==> config.mk <==
export PLATFORM = sky130hd
export DESIGN_NAME = mem_bus_arbiter
export DESIGN_NICKNAME = d
export VERILOG_FILES = /design/src/rtl/mem_bus_arbiter.sv
export SDC_FILE = /design/constraint.sdc
export NUM_CORES = 1
export LEC_CHECK = 0
export ABC_AREA = 0
export CAP_MARGIN = 20
export CORE_ASPECT_RATIO = 2
export CORE_MARGIN = 2
export CORE_UTILIZATION = 42
export CTS_CLUSTER_SIZE = 16
export DETAILED_ROUTE_END_ITERATION = 10
export PLACE_DENSITY = 0.88
export SLEW_MARGIN = 20
export SYNTH_ARGS = -nofsm -noshare
export SYNTH_HDL_FRONTEND = slang
export SYNTH_SLANG_ARGS = --single-unit
export TNS_END_PERCENT = 5
==> constraint.sdc <==
create_clock -name clk -period 2.51 [get_ports clk]
set_clock_uncertainty 0.2 [all_clocks]
set_input_delay 0.502 -clock clk [delete_from_list [all_inputs] [get_ports clk]]
set_output_delay 0.502 -clock clk [all_outputs]
set_load 0.05 [all_outputs]
==> src/rtl/mem_bus_arbiter.sv <==
// Two-requester arbiter for a single-port memory bus: data beats fetch, fetch gets a forced
// grant after MAX_D_STREAK back-to-back data grants, one transaction in flight with timeout.
module mem_bus_arbiter #(
    parameter int ADDR_W       = 32,
    parameter int DATA_W       = 32,
    parameter int MAX_D_STREAK = 4,
    parameter int TIMEOUT      = 255
) (
    input  logic                clk,
    input  logic                rst,
    input  logic                if_req_i,
    input  logic [ADDR_W-1:0]   if_addr_i,
    output logic [DATA_W-1:0]   if_rdata_o,
    output logic                if_ack_o,
    input  logic                d_req_i,
    input  logic                d_we_i,
    input  logic [DATA_W/8-1:0] d_sel_i,
    input  logic [ADDR_W-1:0]   d_addr_i,
    input  logic [DATA_W-1:0]   d_wdata_i,
    output logic [DATA_W-1:0]   d_rdata_o,
    output logic                d_ack_o,
    output logic                err_o,
    output logic                bus_req_o,
    output logic                bus_we_o,
    output logic [DATA_W/8-1:0] bus_sel_o,
    output logic [ADDR_W-1:0]   bus_addr_o,
    output logic [DATA_W-1:0]   bus_wdata_o,
    input  logic [DATA_W-1:0]   bus_rdata_i,
    input  logic                bus_ack_i,
    output logic                stallreq_o
);

    localparam int STREAK_W = (MAX_D_STREAK > 0) ? $clog2(MAX_D_STREAK + 1) : 1;
    localparam int TIMER_W  = (TIMEOUT > 0) ? $clog2(TIMEOUT + 1) : 1;
    localparam logic [STREAK_W-1:0] STREAK_MAX = STREAK_W'(MAX_D_STREAK);
    localparam logic [TIMER_W-1:0]  TIMER_MAX  = TIMER_W'(TIMEOUT);

    typedef enum logic [1:0] {
        IDLE     = 2'd0,
        GRANT_IF = 2'd1,
        GRANT_D  = 2'd2,
        DONE     = 2'd3
    } state_t;

    state_t               state_reg;
    state_t               state_next;
    logic [STREAK_W-1:0]  streak_reg;
    logic [TIMER_W-1:0]   timer_reg;

    logic pick_d;
    logic pick_if;
    logic timed_out;
    logic finish;

    // Data wins unless a waiting fetch has already sat out a full data streak.
    always_comb begin
        pick_d    = d_req_i && !(if_req_i && (streak_reg == STREAK_MAX));
        pick_if   = if_req_i && !pick_d;
        timed_out = (timer_reg == TIMER_MAX);
        finish    = bus_ack_i || timed_out;
    end

    always_ff @(posedge clk or negedge rst) begin
        if (!rst) begin
            state_reg <= IDLE;
        end else begin
            state_reg <= state_next;
        end
    end

    always_comb begin
        state_next = state_reg;
        case (state_reg)
            IDLE: begin
                if (pick_d) begin
                    state_next = GRANT_D;
                end else if (pick_if) begin
                    state_next = GRANT_IF;
                end
            end
            GRANT_IF, GRANT_D: begin
                if (finish) begin
                    state_next = DONE;
                end
            end
            DONE:    state_next = IDLE;
            default: state_next = IDLE;
        endcase
    end

    always_ff @(posedge clk or negedge rst) begin
        if (!rst) begin
            streak_reg  <= '0;
            timer_reg   <= '0;
            bus_req_o   <= 1'b0;
            bus_we_o    <= 1'b0;
            bus_sel_o   <= '0;
            bus_addr_o  <= '0;
            bus_wdata_o <= '0;
            if_rdata_o  <= '0;
            if_ack_o    <= 1'b0;
            d_rdata_o   <= '0;
            d_ack_o     <= 1'b0;
            err_o       <= 1'b0;
        end else begin
            if_ack_o <= 1'b0;
            d_ack_o  <= 1'b0;
            err_o    <= 1'b0;
            case (state_reg)
                IDLE: begin
                    if (pick_d) begin
                        bus_req_o   <= 1'b1;
                        bus_we_o    <= d_we_i;
                        bus_sel_o   <= d_sel_i;
                        bus_addr_o  <= d_addr_i;
                        bus_wdata_o <= d_wdata_i;
                        timer_reg   <= '0;
                        if (streak_reg != STREAK_MAX) begin
                            streak_reg <= streak_reg + STREAK_W'(1);
                        end
                    end else if (pick_if) begin
                        bus_req_o   <= 1'b1;
                        bus_we_o    <= 1'b0;
                        bus_sel_o   <= '1;
                        bus_addr_o  <= if_addr_i;
                        bus_wdata_o <= '0;
                        timer_reg   <= '0;
                        streak_reg  <= '0;
                    end
                end
                GRANT_IF, GRANT_D: begin
                    if (finish) begin
                        bus_req_o <= 1'b0;
                        err_o     <= !bus_ack_i;
                        if (state_reg == GRANT_IF) begin
                            if_ack_o   <= 1'b1;
                            if_rdata_o <= bus_ack_i ? bus_rdata_i : '0;
                        end else begin
                            d_ack_o <= 1'b1;
                            // A completed write leaves the last load data in place.
                            if (!bus_ack_i) begin
                                d_rdata_o <= '0;
                            end else if (!bus_we_o) begin
                                d_rdata_o <= bus_rdata_i;
                            end
                        end
                    end else begin
                        timer_reg <= timer_reg + TIMER_W'(1);
                    end
                end
                default: begin
                end
            endcase
        end
    end

    assign stallreq_o = rst & ((if_req_i & ~if_ack_o) | (d_req_i & ~d_ack_o));

endmodule
==> results.json, run 1 <==
{
  "cp-start-kind": "flop",
  "power_density_mw_per_mm2": 1620,
  "hold_viol": 0,
  "track_usage_pct": 23.6,
  "cts_tree": "yes",
  "worst_slack_ps": 169,
  "synthCells": 471,
  "synth_fp_nets": 614,
  "status": "finished clean",
  "rsz0062_at_grt": "false",
  "grtUsageMet1_pct": 24.4,
  "syn2layout_area_growth_pct": 59.9,
  "clk_latency_ps": 410,
  "ctsHoldBuffers": 0,
  "ios": 276,
  "synth.distinct_cells": 42,
  "grt_pass1_vias": 5520,
  "worst_slew_pin_slew_ps": 787,
  "routed_wl_um": 17900,
  "initial_core_util_pct": 43.0,
  "drive_gt1_share_pct": 7.79,
  "syn_area_per_cell_um2": 12.8,
  "drt_pass1_iterations": 7,
  "post-place-ws_ps": 173,
  "grt_max_degree": 151,
  "route.vias.total": 5093,
  "syn_area_mm2": 0.00601,
  "design_area_mm2": 0.00961,
  "slew-limit-headroom_pct": 47.6,
  "die_w_um": 88.6,
  "max_cap_violations": 0,
  "grt.busiest_layer": "met2",
  "async_reset_ff_share_pct": 100,
  "nNetsFinal": 887,
  "finalPower_mw": 15.6,
  "slew_viol_final": 0,
  "clkTransAtPathRegs_ps": 60,
  "cts_setup_buffers": 0,
  "path_buf_inv": 1,
  "clock_sinks": 150,
  "antenna_found_initial": 0,
  "grt_use_met2_pct": 42.7,
  "yosys_warnings": 0,
  "drtIter0Drc": 274,
  "port-buffer-count": 275,
  "finalNonFillerCells": 946,
  "cts_buffers": 17,
  "path_cells": "clkdlybuf4s50_1",
  "required_ps": 1810,
  "cts_resized": 0,
  "fin_crit_ps": 2340,
  "yosys.area.top_type": "dfrtp_1",
  "path_delay_family": "buffers and inverters",
  "gp_congestion": 0.825,
  "root_buffer": "clkbuf_16",
  "yosys-top-cells-area": "dfrtp_1, a22o_1, mux2i_1",
  "critPathArrivalTime_ps": 1640,
  "n_antenna_cell": 0,
  "dpl_cell_area_mm2": 0.00901,
  "hpwl_um": 13200,
  "placedCellCount": 914,
  "slowest_stage": "clkdlybuf4s50_1",
  "ys.flop_type": "dfrtp_1",
  "die-area_mm2": 0.0153,
  "seq_area_frac_synth_pct": 62.4,
  "synth_edf_count": 0,
  "rows": 61,
  "die_y_um": 173,
  "htree_levels": 4,
  "setup_viol": 0,
  "clockBufferDepth": 2,
  "leakagePower_nw": 4.28,
  "most-common-layout-cells": "clkdlybuf4s50_1, dfrtp_1, a22o_1",
  "setup_tns_ps": 0,
  "drc": 0,
  "hold_class": "in -> async",
  "path_max_fanout": 3,
  "overflow": 0,
  "max_freq_mhz": 427,
  "grtUsageMet3_pct": 6.97,
  "viasPerCell": 5.38,
  "ys_ff_latch": 150,
  "path_class": "reg -> out",
  "final_common_cell": "clkdlybuf4s50_1",
  "endpoint_kind": "primary output",
  "wl_per_cell_um": 19.0,
  "ant_nets": 0,
  "vdd_drop_max_v": 0.00110,
  "grt_pass1_wl_um": 28100,
  "fin_crit_sh_pct": 93.3,
  "synthDominantCellAreaShare_pct": 62.4,
  "core-area_mm2": 0.0140,
  "slowest_delay_ps": 840
}
==> cell families (layout without fill, tap and decap cells) <==
family	after synthesis	after routing	share of synthesized area, %
flip-flops	150	150	62.4
adder cells (fa/ha/maj)	5	5	1.04
multiplexers	35	35	5.85
buffers and inverters	41	327	3.41
XOR/XNOR	2	2	0.291
AND/OR/NAND/NOR	69	69	5.31
AO/OA/AOI/OAI	169	169	21.7
==> cell usage after synthesis (2+ instances only) <==
library cell  count
and3_1            4
buf_4             2
nor2_1            6
a22o_1          101
a21boi_0          2
a31oi_1           4
nand2_1          42
buf_6             3
nand2b_1          3
o22a_1            4
o21ai_0          39
a21oi_1           5
nand3_1           5
clkbuf_1         14
inv_1             7
o31ai_1           2
ha_1              5
dfrtp_1         150
buf_2            14
mux2i_1          34
o22ai_1           3
xnor2_1           2
==> final cells by class <==
class,instances,area [µm²]
clock buffer,20,467
timing repair buffer,288,2920
multi-input combinational,280,2070
inverter,7,26.3
fill,1005,4350
sequential,150,3750
clock inverter,12,141
tap,189,236
==> where the power goes <==
group	internal [mW]	switching, mW	total, mW	leakage, nW
Sequential	3.55	0.696	4.25	1.89
Combinational	3.11	5.62	8.74	2.10
Clock	1.56	1.01	2.57	0.294
==> per-layer routing <==
metal	routed length [µm]	part of all wire, %
met1	6190	34
met2	9820	55
met3	1480	8.2
met4	452	2.5
met5	0	0
==> path summary, 6_finish.rpt <==
check	start	endpoint	slack, ps	cells after the start
max	bus_we_o$_DFFE_PN0P_	bus_we_o	170	1
min	rst	bus_addr_o[12]$_DFFE_PN0P_	2	2
max reg2reg	state_reg[0]$_DFFE_PN0P_	timer_reg[3]$_DFFE_PN0P_	280	6
min reg2reg	bus_addr_o[18]$_DFFE_PN0P_	bus_addr_o[18]$_DFFE_PN0P_	280	2
max in group asynchronous	rst	if_rdata_o[2]$_DFFE_PN0P_	1490	2
min in group clk	bus_addr_o[18]$_DFFE_PN0P_	bus_addr_o[18]$_DFFE_PN0P_	280	2
==> through the flow <==
stage	util [%]	hold slack, ps
after floorplan	-	6.41
after global placement	64.5	264
after detailed placement	64.5	270
after CTS	68.8	61.6
after global routing	68.8	75.2
final	68.8	2.25
(Power assumes the default switching activity.)
==> inputs of run 2 (changes only) <==
clock period = 2.2 ns   (was 2.51 ns; I/O delays follow)
==> run 2 against run 1 <==
Effect of this change:
- the flow now finishes with violations (hold timing)
- final cell count up 1.1%
- largest cell class unchanged
- combinational power up 7.4%
- register-to-register slack worse by 70 ps
- clock power up 12%
- utilization down 0.67 points
==> results.json, run 2 (synthesized netlist as in run 1, its figures left out) <==
{
  "clk_latency_ps": 410,
  "endpoint_kind": "primary output",
  "hold_viol": 23,
  "rows": 61,
  "path_class": "in -> out",
  "required_ps": 1560,
  "port-buffer-count": 275,
  "fin_crit_sh_pct": 95.5,
  "slew-limit-headroom_pct": 47.2,
  "drtIter0Drc": 259,
  "critPathArrivalTime_ps": 1460,
  "placedCellCount": 924,
  "cts_tree": "yes",
  "vdd_drop_max_v": 0.00115,
  "r2r_start": "state_reg[1]$_DFFE_PN0P_",
  "violations": "hold timing",
  "grt_pass1_wl_um": 28900,
  "critPathLaunch": "if_req_i",
  "final_common_cell": "dfrtp_1",
  "rsz0062_at_grt": "false",
  "ios": 276,
  "fill_cells": 1066,
  "htree_levels": 4,
  "multi_input_area_mm2": 0.00207,
  "core-area_mm2": 0.0140,
  "reg2reg_to": "timer_reg[0]$_DFFE_PN0P_",
  "worst_slew_pin_slew_ps": 793,
  "cp-start-kind": "input pin",
  "track_usage_pct": 24.5,
  "register_area_mm2": 0.00375,
  "ctsHoldBuffers": 0,
  "initial_core_util_pct": 43.0,
  "wl_per_cell_um": 19.4,
  "power_density_mw_per_mm2": 1790,
  "n_antenna_cell": 0,
  "worst_slack_ps": 98.1,
  "hpwl_um": 13700,
  "ant_nets": 0,
  "viasPerCell": 5.43,
  "leakagePower_nw": 4.67,
  "max_cap_violations": 0,
  "routed_wl_um": 18500,
  "ff2ff_setup_slack_ps": 210,
  "ff2ff_path_depth": 6,
  "overflow": 0,
  "hold_class": "in -> async",
  "antenna_found_initial": 0,
  "nNetsFinal": 897,
  "gp_congestion": 0.806,
  "syn2layout_area_growth_pct": 58.4,
  "die_w_um": 88.6,
  "die_y_um": 173,
  "setup_tns_ps": 0,
  "cts_setup_buffers": 0,
  "max_freq_mhz": 476,
  "clkTransAtPathRegs_ps": 70,
  "route.vias.total": 5193,
  "finalNonFillerCells": 956,
  "slew_viol_final": 0,
  "die-area_mm2": 0.0153,
  "root_buffer": "clkbuf_16",
  "most-common-layout-cells": "dfrtp_1, clkdlybuf4s50_1, dlygate4sd2_1",
  "grt_pass1_vias": 5763,
  "clock_sinks": 150,
  "status": "finished, violations left",
  "setup_viol": 0,
  "cts_buffers": 17,
  "drt_pass1_iterations": 5,
  "drc": 0,
  "drive_gt1_share_pct": 11.0,
  "grt_max_degree": 151,
  "post-place-ws_ps": 2.07,
  "worstSetupEndpoint": "stallreq_o",
  "clockBufferDepth": 2,
  "path_max_fanout": 3,
  "holdWs_ps": -60.1,
  "fin_crit_ps": 2100
}
-- run 2: changes by cell type in the layout (fill, tap and decap cells not counted) --
cell	change
and2_4	+1
bufinv_16	-1
buf_12	+3
inv_6	+4
clkbuf_8	-1
buf_4	+21
dlygate4sd2_1	+123
clkinv_4	-2
clkdlybuf4s50_1	-137
inv_8	+1
clkinv_2	-1
and2_1	-1
-- run 2: how the worst min path moves through the flow --
stage / slack (ps) / endpoint / from / depth (start not counted)
finish: -60 / bus_addr_o[16]$_DFFE_PN0P_ / rst / 2
global route: 20 / bus_addr_o[16]$_DFFE_PN0P_ / rst / 2
CTS: 4 / bus_addr_o[16]$_DFFE_PN0P_ / rst / 2
detailed placement: 270 / bus_addr_o[22]$_DFFE_PN0P_ / bus_addr_o[22]$_DFFE_PN0P_ / 2
global placement: 260 / bus_addr_o[12]$_DFFE_PN0P_ / bus_addr_o[12]$_DFFE_PN0P_ / 2
floorplan: -60 / bus_addr_o[0]$_DFFE_PN0P_ / rst / 0
-- run 2: power by group --
part / total [mW] / internal [mW] / switching, mW
Combinational: 9.39 / 2.90 / 6.49
Clock: 2.87 / 1.65 / 1.22
Sequential: 4.81 / 4.05 / 0.757
-- run 2: layer usage --
layer  up-vias  share of wire (%)  GRT usage, %
li1       2318                  -             -
met1      2546                 34          24.9
met2       274                 55          45.2
met3        55                8.0          6.68
met4         0                3.3          9.85
met5         -                  0             0
-- run 2: area by class of cell --
cell class	count	share of cell area [%]
clock buffer	19	4.76
clock inverter	13	1.42
inverter	7	0.276
multi-input combinational	280	21.7
sequential	150	39.4
tap	189	2.48
timing repair buffer	298	29.9
-- run 2: through the flow --
stage / power [mW] / instance area, µm² / hold slack [ps] / util [%]
after floorplan: 11.3 / 6010 / -55.6 / -
after global placement: 14.7 / 9080 / 263 / 65.0
after detailed placement: 15.0 / 9080 / 270 / 65.0
final: 17.1 / 9520 / -60.1 / 68.2
after global routing: 17.9 / 9520 / 24.4 / 68.2
after CTS: 17.2 / 9520 / 3.78 / 68.1
-- run 2: repair_timing --
action	4_1_cts	5_1_grt
setup endpoints to repair	123	1
pin swaps	0	0
cloned	0	0
resized for setup	123	1
-- run 2: worst max-delay path, stage by stage --
cell	delay, ps
clkdlybuf4s50_1	500
inv_1	70
o22ai_1	160
and2_4	170
buf_12	130
==> inputs of run 3 (changes only) <==
TNS_END_PERCENT = 100   (was 5)
==> results of run 3 <==
Final layout, timing and power as in run 2 (identical DEF).
